File: config.mk
export PLATFORM = sky130hd
export DESIGN_NAME = wall_probe_collider
export DESIGN_NICKNAME = d
export VERILOG_FILES = /design/src/rtl/game_pkg.sv /design/src/rtl/probe_window_cmp.sv /design/src/rtl/wall_probe_collider.sv
export SDC_FILE = /design/constraint.sdc
export NUM_CORES = 1
export LEC_CHECK = 0
export BUFFER_PORTS_ARGS = -buffer_cell sky130_fd_sc_hd__buf_2
export CELL_PAD_IN_SITES_DETAIL_PLACEMENT = 1
export CELL_PAD_IN_SITES_GLOBAL_PLACEMENT = 1
export CORE_MARGIN = 10
export CORE_UTILIZATION = 50
export CTS_CLUSTER_SIZE = 30
export DETAILED_ROUTE_END_ITERATION = 8
export PLACE_DENSITY_LB_ADDON = 0.1
export REMOVE_ABC_BUFFERS = 1
export SYNTH_ARGS = -nofsm -noshare
export SYNTH_HDL_FRONTEND = slang
export SYNTH_SLANG_ARGS = --single-unit
File: constraint.sdc
create_clock -name Clk -period 9.3 [get_ports Clk]
set_input_delay 0.465 -clock Clk [delete_from_list [all_inputs] [get_ports Clk]]
set_output_delay 0.465 -clock Clk [all_outputs]
set_load 0.005 [all_outputs]
File: src/rtl/game_pkg.sv
// rtl/game_pkg.sv - shared screen constants, probe indices and signed coordinate type
package game_pkg;

  localparam int H_ACTIVE = 640;
  localparam int V_ACTIVE = 480;

  localparam int NUM_PROBES = 5;

  typedef logic signed [10:0] coord_t;

  typedef enum logic [2:0] {
    BOTTOM = 3'd0,
    TOP    = 3'd1,
    LEFT   = 3'd2,
    RIGHT  = 3'd3,
    BODY   = 3'd4
  } probe_e;

  // Zero-extend an unsigned screen coordinate so negative window origins compare correctly
  function automatic coord_t to_coord(input logic [9:0] v);
    return coord_t'({1'b0, v});
  endfunction

endpackage

File: src/rtl/probe_window_cmp.sv
// rtl/probe_window_cmp.sv - signed half-open rectangle membership test
module probe_window_cmp
  import game_pkg::*;
#(
  parameter int w = 32,
  parameter int h = 2
) (
  input  coord_t x,
  input  coord_t y,
  input  coord_t x0,
  input  coord_t y0,
  output logic   hit
);

  coord_t x1;
  coord_t y1;

  assign x1  = x0 + coord_t'(w);
  assign y1  = y0 + coord_t'(h);
  assign hit = (x >= x0) && (x < x1) && (y >= y0) && (y < y1);

endmodule

File: src/rtl/wall_probe_collider.sv
// rtl/wall_probe_collider.sv - per-frame wall contact flags for one player sprite
module wall_probe_collider
  import game_pkg::*;
#(
  parameter int PLAYER_W = 32,
  parameter int PLAYER_H = 32,
  parameter int PROBE    = 2,
  parameter int CNT_W    = 8
) (
  input  logic             Clk,
  input  logic             Reset_n,
  input  logic [9:0]       DrawX,
  input  logic [9:0]       DrawY,
  input  logic             Blank_n,
  input  logic             is_Wall,
  input  logic             Frame_tick,
  input  logic [9:0]       PosX,
  input  logic [9:0]       PosY,
  output logic             Hit_bottom,
  output logic             Hit_top,
  output logic             Hit_left,
  output logic             Hit_right,
  output logic             Overlap,
  output logic [CNT_W-1:0] Ground_cnt,
  output logic             Flags_valid
);

  logic [9:0]            s1_x_q, s1_y_q;
  logic                  s1_blank_q, s1_wall_q;
  logic [9:0]            sx_q, sy_q, sx_d, sy_d;
  logic [NUM_PROBES-1:0] acc_hit_q, acc_hit_d;
  logic [CNT_W-1:0]      acc_cnt_q, acc_cnt_d;
  logic [NUM_PROBES-1:0] hit_q, hit_d;
  logic [CNT_W-1:0]      cnt_q, cnt_d;
  logic                  valid_q, valid_d;
  logic                  armed_q, armed_d;

  coord_t                s1_xc, s1_yc, sx_c, sy_c;
  coord_t                bot_y0, top_y0, left_x0, right_x0;
  logic [NUM_PROBES-1:0] win_hit;
  logic [NUM_PROBES-1:0] contrib;
  logic [NUM_PROBES-1:0] hit_sum;
  logic [CNT_W-1:0]      cnt_sum;

  assign s1_xc    = to_coord(s1_x_q);
  assign s1_yc    = to_coord(s1_y_q);
  assign sx_c     = to_coord(sx_q);
  assign sy_c     = to_coord(sy_q);
  assign bot_y0   = sy_c + coord_t'(PLAYER_H);
  assign top_y0   = sy_c - coord_t'(PROBE);
  assign left_x0  = sx_c - coord_t'(PROBE);
  assign right_x0 = sx_c + coord_t'(PLAYER_W);

  probe_window_cmp #(.w(PLAYER_W), .h(PROBE)) u_bottom (
    .x(s1_xc), .y(s1_yc), .x0(sx_c), .y0(bot_y0), .hit(win_hit[BOTTOM])
  );
  probe_window_cmp #(.w(PLAYER_W), .h(PROBE)) u_top (
    .x(s1_xc), .y(s1_yc), .x0(sx_c), .y0(top_y0), .hit(win_hit[TOP])
  );
  probe_window_cmp #(.w(PROBE), .h(PLAYER_H)) u_left (
    .x(s1_xc), .y(s1_yc), .x0(left_x0), .y0(sy_c), .hit(win_hit[LEFT])
  );
  probe_window_cmp #(.w(PROBE), .h(PLAYER_H)) u_right (
    .x(s1_xc), .y(s1_yc), .x0(right_x0), .y0(sy_c), .hit(win_hit[RIGHT])
  );
  probe_window_cmp #(.w(PLAYER_W), .h(PLAYER_H)) u_body (
    .x(s1_xc), .y(s1_yc), .x0(sx_c), .y0(sy_c), .hit(win_hit[BODY])
  );

  assign contrib = win_hit & {NUM_PROBES{s1_blank_q & s1_wall_q}};
  assign hit_sum = acc_hit_q | contrib;
  assign cnt_sum = (contrib[BOTTOM] && (acc_cnt_q != {CNT_W{1'b1}})) ?
                   acc_cnt_q + CNT_W'(1) : acc_cnt_q;

  // The pixel sitting in stage 1 on the tick cycle still belongs to the closing frame
  always_comb begin
    sx_d      = sx_q;
    sy_d      = sy_q;
    acc_hit_d = hit_sum;
    acc_cnt_d = cnt_sum;
    hit_d     = hit_q;
    cnt_d     = cnt_q;
    valid_d   = 1'b0;
    armed_d   = armed_q;
    if (Frame_tick) begin
      sx_d      = PosX;
      sy_d      = PosY;
      acc_hit_d = '0;
      acc_cnt_d = '0;
      armed_d   = 1'b1;
      valid_d   = armed_q;
      if (armed_q) begin
        hit_d = hit_sum;
        cnt_d = cnt_sum;
      end
    end
  end

  always_ff @(posedge Clk or negedge Reset_n) begin
    if (!Reset_n) begin
      s1_x_q     <= '0;
      s1_y_q     <= '0;
      s1_blank_q <= 1'b0;
      s1_wall_q  <= 1'b0;
      sx_q       <= '0;
      sy_q       <= '0;
      acc_hit_q  <= '0;
      acc_cnt_q  <= '0;
      hit_q      <= '0;
      cnt_q      <= '0;
      valid_q    <= 1'b0;
      armed_q    <= 1'b0;
    end else begin
      s1_x_q     <= DrawX;
      s1_y_q     <= DrawY;
      s1_blank_q <= Blank_n & ~Frame_tick;
      s1_wall_q  <= is_Wall;
      sx_q       <= sx_d;
      sy_q       <= sy_d;
      acc_hit_q  <= acc_hit_d;
      acc_cnt_q  <= acc_cnt_d;
      hit_q      <= hit_d;
      cnt_q      <= cnt_d;
      valid_q    <= valid_d;
      armed_q    <= armed_d;
    end
  end

  assign Hit_bottom  = hit_q[BOTTOM];
  assign Hit_top     = hit_q[TOP];
  assign Hit_left    = hit_q[LEFT];
  assign Hit_right   = hit_q[RIGHT];
  assign Overlap     = hit_q[BODY];
  assign Ground_cnt  = cnt_q;
  assign Flags_valid = valid_q;

endmodule

* After elaboration in Yosys (flattened, before gate mapping)
Cells that the tools add are included.
Word-level totals: output and inout bits 14, bits of input ports 45, register bits after elaboration 70
Operators by class: $add $sub $neg 9, reduce and logical (&&, ||, !) cells 15, muxes and demuxes 4, bitwise operators 5, eq/ne operators 1, order comparisons 12
Operator list (count):
- $lt 11x11->1 | 6
- $add 11x3->11 const B | 4
- $ge 11x11->1 | 4
- $add 10x6->11 const B | 2
- $sub 10x2->11 const B | 2
- $ge 10x10->1 | 2
- $mux 8 | 2
- $logic_and 1x1->1 | 14
- $add 8x1->8 const B | 1
- $ne 8x8->1 const B | 1
- $and 5x5->5 | 1
- $mux 5 | 1
- $or 5x5->5 | 1
- $and 1x1->1 | 2
- $reduce_and 2->1 | 1
- $mux 1 | 1
- $not 1->1 | 1

* Depth between registers and ports, before layout
depth after elaboration 10, depth in mapped cells 15, gate-level depth less buffers 14

* Hierarchy
A second synthesis with hierarchy kept.
Unflattened totals: cell total of the unflattened synthesis 973, area, all modules 8538.2 µm²
Modules (own cells, without submodules):
- wall_probe_collider | cells each 253, times used 1, seq. area each 1751.7 µm², area an instance 2880.3 µm²
- probe_window_cmp at u_left ... | cells each 150, times used 2, seq. area each 0.0 µm², area an instance 1171.1 µm²
- probe_window_cmp at u_bottom ... | cells each 144, times used 2, seq. area each 0.0 µm², area an instance 1163.6 µm²
- probe_window_cmp at u_body | cells each 132, times used 1, seq. area each 0.0 µm², area an instance 988.4 µm²

* Least setup slack after synthesis
Ideal clock, no wire load.
kind register to register, start point register sy_q[5], end point register cnt_q[7] (netlist: Ground_cnt[7]), library setup time 0.082 ns, cell stages (with the launch flop) 15, data required time 9.218 ns, slack 5.696 ns, buffers on the path 1, clock period less this slack 3.604 ns, arrival time 3.522 ns, cells stage by stage dfrtp_1 -> buf_1 -> inv_1 -> ha_1 -> inv_1 -> nor4_1 -> xor2_1 -> ha_1 -> a211oi_1 -> o21ai_0 -> o221ai_1 -> o311a_1 -> nand2_2 -> or4_1 -> a31oi_1
On the way: word-level cells in the longest chain between the ends 7, elaborated cells on any way between the ends 9, those cells by class add/sub (2); order compare (2); mux (1); bitwise (1); reduce/logical (3)
Ends and longest elaborated chain:
- start, declared | line wall_probe_collider.sv:30 | logic [9:0] sx_q, sy_q, sx_d, sy_d;
- start signal, assigned | line wall_probe_collider.sv:119 | sy_q <= sy_d;
- $add 10x6->11 * | line wall_probe_collider.sv:49 | assign bot_y0 = sy_c + coord_t'(PLAYER_H);
- $add 11x3->11 or $ge 11x11->1 (tied branches) | line probe_window_cmp.sv:19, probe_window_cmp.sv:20
- $lt 11x11->1 or $logic_and 1x1->1 (tied branches) | line probe_window_cmp.sv:20 | assign hit = (x >= x0) && (x < x1) && (y >= y0) && (y < y1);
- $logic_and 1x1->1 * | line probe_window_cmp.sv:20
- $and 5x5->5 * | line wall_probe_collider.sv:70 | assign contrib = win_hit & {NUM_PROBES{s1_blank_q & s1_wall_q}};
- $logic_and 1x1->1 * | line wall_probe_collider.sv:72 | assign cnt_sum = (contrib[BOTTOM] && (acc_cnt_q != {CNT_W{1'b1}})) ?
- $mux 8 * | line wall_probe_collider.sv:72
- end signal, assigned | line wall_probe_collider.sv:123 | cnt_q <= cnt_d;
- end, declared | line wall_probe_collider.sv:34 | logic [CNT_W-1:0] cnt_q, cnt_d;
Every way passes the cells marked *; elsewhere a longest branch is shown, timed or not. A chain may end at the register's enable or synchronous reset.

* Worst setup path in the final report
Ends and elaborated chain as after synthesis.

==> flow_metrics.py <==
metrics = {
    "timing": {
        "tns_ns": 0,
        "slew-limit-headroom_pct": 39.0,
        "setup_viol": 0,
        "fmax_ghz": 0.246,
        "period_share_pct": 43.8,
        "grt_setup_unrepaired": "no",
        "fin_ws_ns": 5.23,
        "tightest_slew_ns": 0.916,
        "finalHoldViolCount": 0,
        "skew_ns": 0.00772,
        "fin_hold_ws_ns": 0.183,
        "slew_violations": 0,
        "period_minus_slack_ns": 4.07,
    },
    "place": {
        "io_buffers": 58,
        "dp_slack_ns": 5.24,
        "place_congestion": 0.891,
        "dpl.hpwl_microns": 11700,
    },
    "final_layout": {
        "fin_util_pct": 57.2,
        "layout-drive-gt1-share_pct": 13.7,
        "fin_nets": 767,
        "layout_common_cells": "91 x ha_1, 70 x dfrtp_1, 58 x buf_2",
        "area_growth_pct": 11.0,
        "fill_cells": 1234,
        "layout_commonest_cell": "ha_1",
        "n_antenna_cell": 0,
    },
    "power_and_ir_drop": {
        "vdd_drop_max_v": 0.0000891,
        "power.density_nw_per_um2": 148,
        "p_leak_nw": 2.76,
    },
    "worst_setup_path": {
        "cp.arrival_ns": 4.37,
        "worstSetupEndpointType": "flop",
        "cp-start-kind": "flop",
        "timing.rr.start": "sy_q[5]$_DFFE_PN0P_",
        "timing.rr.end": "Ground_cnt[7]$_DFFE_PN0P_",
        "r2r_cells": 13,
        "crit_fanout": 15,
        "critPathKind": "flop to flop",
        "cp.required_ns": 9.60,
        "r2r_slack_ns": 5.23,
    },
    "clocking": {
        "post_cts_resized": 0,
        "clock_latency_ns": 0.38,
        "cts_tree": "built",
        "hold_buffers": 0,
        "clk_pin_slew_ns": 0.09,
        "cts_buffers": 9,
        "numClockSinks": 70,
        "clockBufferDepth": 2,
        "post_cts_buffers": 0,
        "h-tree-depth": 3,
        "root_buffer": "clkbuf_8",
    },
    "hold_path": {
        "hold_start": "DrawX[9]",
        "hold_class": "input pin to flop",
        "hold_path_depth": 1,
        "min_delay_worst_endpoint": "s1_x_q[9]$_DFF_PN0_",
    },
    "floorplan": {
        "die_w_microns": 124,
        "ios": 59,
        "die_area_sq_um": 15300,
        "coreArea_sq_um": 10400,
        "rows": 37,
        "start_util_pct": 51.6,
        "die_h_microns": 124,
    },
    "synth": {
        "synthArstFlopShare_pct": 100,
        "synth.yosys.warnings": 0,
        "synth_cell_type_count": 63,
        "synth-edff-count": 0,
        "synth.avg_cell_area_sq_um": 9.29,
        "ys.flop_type": "dfrtp_1",
        "ys_seq_area_share_pct": 32.6,
        "syn_area_sq_um": 5370,
        "synth-seq-cells": 70,
        "synthCells": 578,
    },
    "detailed_routing": {
        "vias": 4599,
        "routedWlPerCell_microns": 19.7,
        "drtIter0Drc": 214,
        "drc": 0,
        "routed_wl_microns": 15200,
        "avgViaCountPerCell": 5.96,
        "postRouteAntennaNets": 0,
        "first_pass_iters": 4,
    },
    "grt": {
        "grt_busiest_layer": "met2",
        "grt_pass1_vias": 5169,
        "grt_util_met2_pct": 36.9,
        "use_met1_pct": 24.4,
        "grt_overflow_total": 0,
        "antenna_found_initial": 0,
        "grt_max_degree": 71,
        "grtUsageMet3_pct": 3.08,
        "grt_pass1_wl_microns": 25400,
        "grt.total_usage_pct": 20.9,
    },
    "job": {
        "maxCapViolCount": 0,
    },
    "outcome": {
        "status": "completed",
    },
}
==> stage by stage <==
| stage | power [W] | cells | area (sq um) |
|---|---|---|---|
| CTS | 0.000889 | 772 | 5960 |
| detailed placement | 0.000624 | 756 | 5760 |
| global placement | 0.000606 | 756 | 5760 |
| global route | 0.000942 | 772 | 5960 |
| floorplan | 0.000531 | 560 | 5290 |
| finish | 0.000883 | 772 | 5960 |
==> synth_stat cells (6+ instances only) <==
cell type / instances / area [sq um]
inv_1: 32 / 120
xor2_1: 14 / 123
ha_1: 91 / 1140
a21o_1: 8 / 60.1
dfrtp_1: 70 / 1750
nand3_1: 27 / 135
nor2_1: 36 / 135
o21a_1: 7 / 52.6
xnor2_1: 36 / 315
nand2_1: 43 / 161
nand4_1: 13 / 81.3
or3_1: 8 / 50.1
clkbuf_1: 11 / 41.3
o21ai_0: 41 / 205
nand2b_1: 7 / 43.8
a21oi_1: 31 / 155
nor2b_1: 6 / 37.5
a31oi_1: 9 / 56.3
==> state kept, by name (all words and copies together), names as in the netlist <==
register	count
armed_q	1
s1_blank_q	1
sy_q	10
s1_wall_q	1
s1_x_q	10
Flags_valid	1
sx_q	10
s1_y_q	10
acc_hit_q	5
Ground_cnt	8
acc_cnt_q	8
hit_q	5
==> metal layers <==
layer | part of all wire (%) | wire length [microns]
met2 | 51 | 7830
met1 | 43 | 6550
met5 | 0 | 0
met4 | 3.0 | 459
met3 | 2.7 | 410
==> cell type report <==
| class | instances | area (sq um) | share of cell area, % |
|---|---|---|---|
| sequential | 70 | 1750 | 29.4 |
| clock inverter | 6 | 70.1 | 1.18 |
| tap | 136 | 170 | 2.85 |
| inverter | 33 | 124 | 2.08 |
| timing repair buffer | 60 | 305 | 5.12 |
| multi-input combinational | 457 | 3410 | 57.3 |
| clock buffer | 10 | 128 | 2.14 |
==> cell families (layout without fill, tap and decap cells) <==
| group | Yosys count | in the layout | share of synthesized area [%] |
|---|---|---|---|
| muxes | 3 | 3 | 0.606 |
| adders and majority gates | 91 | 91 | 21.2 |
| and+or+nand+nor | 171 | 171 | 16.3 |
| DFF | 70 | 70 | 32.6 |
| xor gates and xnor gates | 51 | 51 | 8.46 |
| buffers and inverters | 51 | 109 | 3.82 |
| AOI/OAI and AO/OA | 141 | 141 | 17.0 |
==> worst max-delay path by stage <==
| stage | startpoint | endpoint | slack (ns) | depth (start not counted) |
|---|---|---|---|---|
| after CTS | sy_q[5]$_DFFE_PN0P_ | Ground_cnt[7]$_DFFE_PN0P_ | 5.23 | 13 |
| after global placement | sy_q[5]$_DFFE_PN0P_ | Ground_cnt[7]$_DFFE_PN0P_ | 5.56 | 13 |
| after global routing | sy_q[5]$_DFFE_PN0P_ | acc_cnt_q[7]$_DFF_PN0_ | 4.99 | 13 |
| after detailed placement | sy_q[5]$_DFFE_PN0P_ | Ground_cnt[7]$_DFFE_PN0P_ | 5.24 | 13 |
| final | sy_q[5]$_DFFE_PN0P_ | Ground_cnt[7]$_DFFE_PN0P_ | 5.23 | 13 |
| after floorplan | sy_q[5]$_DFFE_PN0P_ | Ground_cnt[7]$_DFFE_PN0P_ | 5.85 | 13 |
==> worst max-delay path: stages, from the launching register on <==
cell and delay [ns]:
dfrtp_1 0.67, inv_1 0.21, ha_1 0.39, inv_1 0.08, nor4_1 0.35, xor2_1 0.19
ha_1 0.26, a211oi_1 0.27, o21ai_0 0.14, o221ai_1 0.25, o311a_1 0.33, nand2_2 0.14
or4_1 0.53, a31oi_1 0.18
==> power breakdown <==
group | switching (W) | internal, W
clock | 0.000135 | 0.000126
sequential | 0.0000299 | 0.000320
combinational | 0.000155 | 0.000117
total | 0.000320 | 0.000563
(Power assumes the default switching activity.)
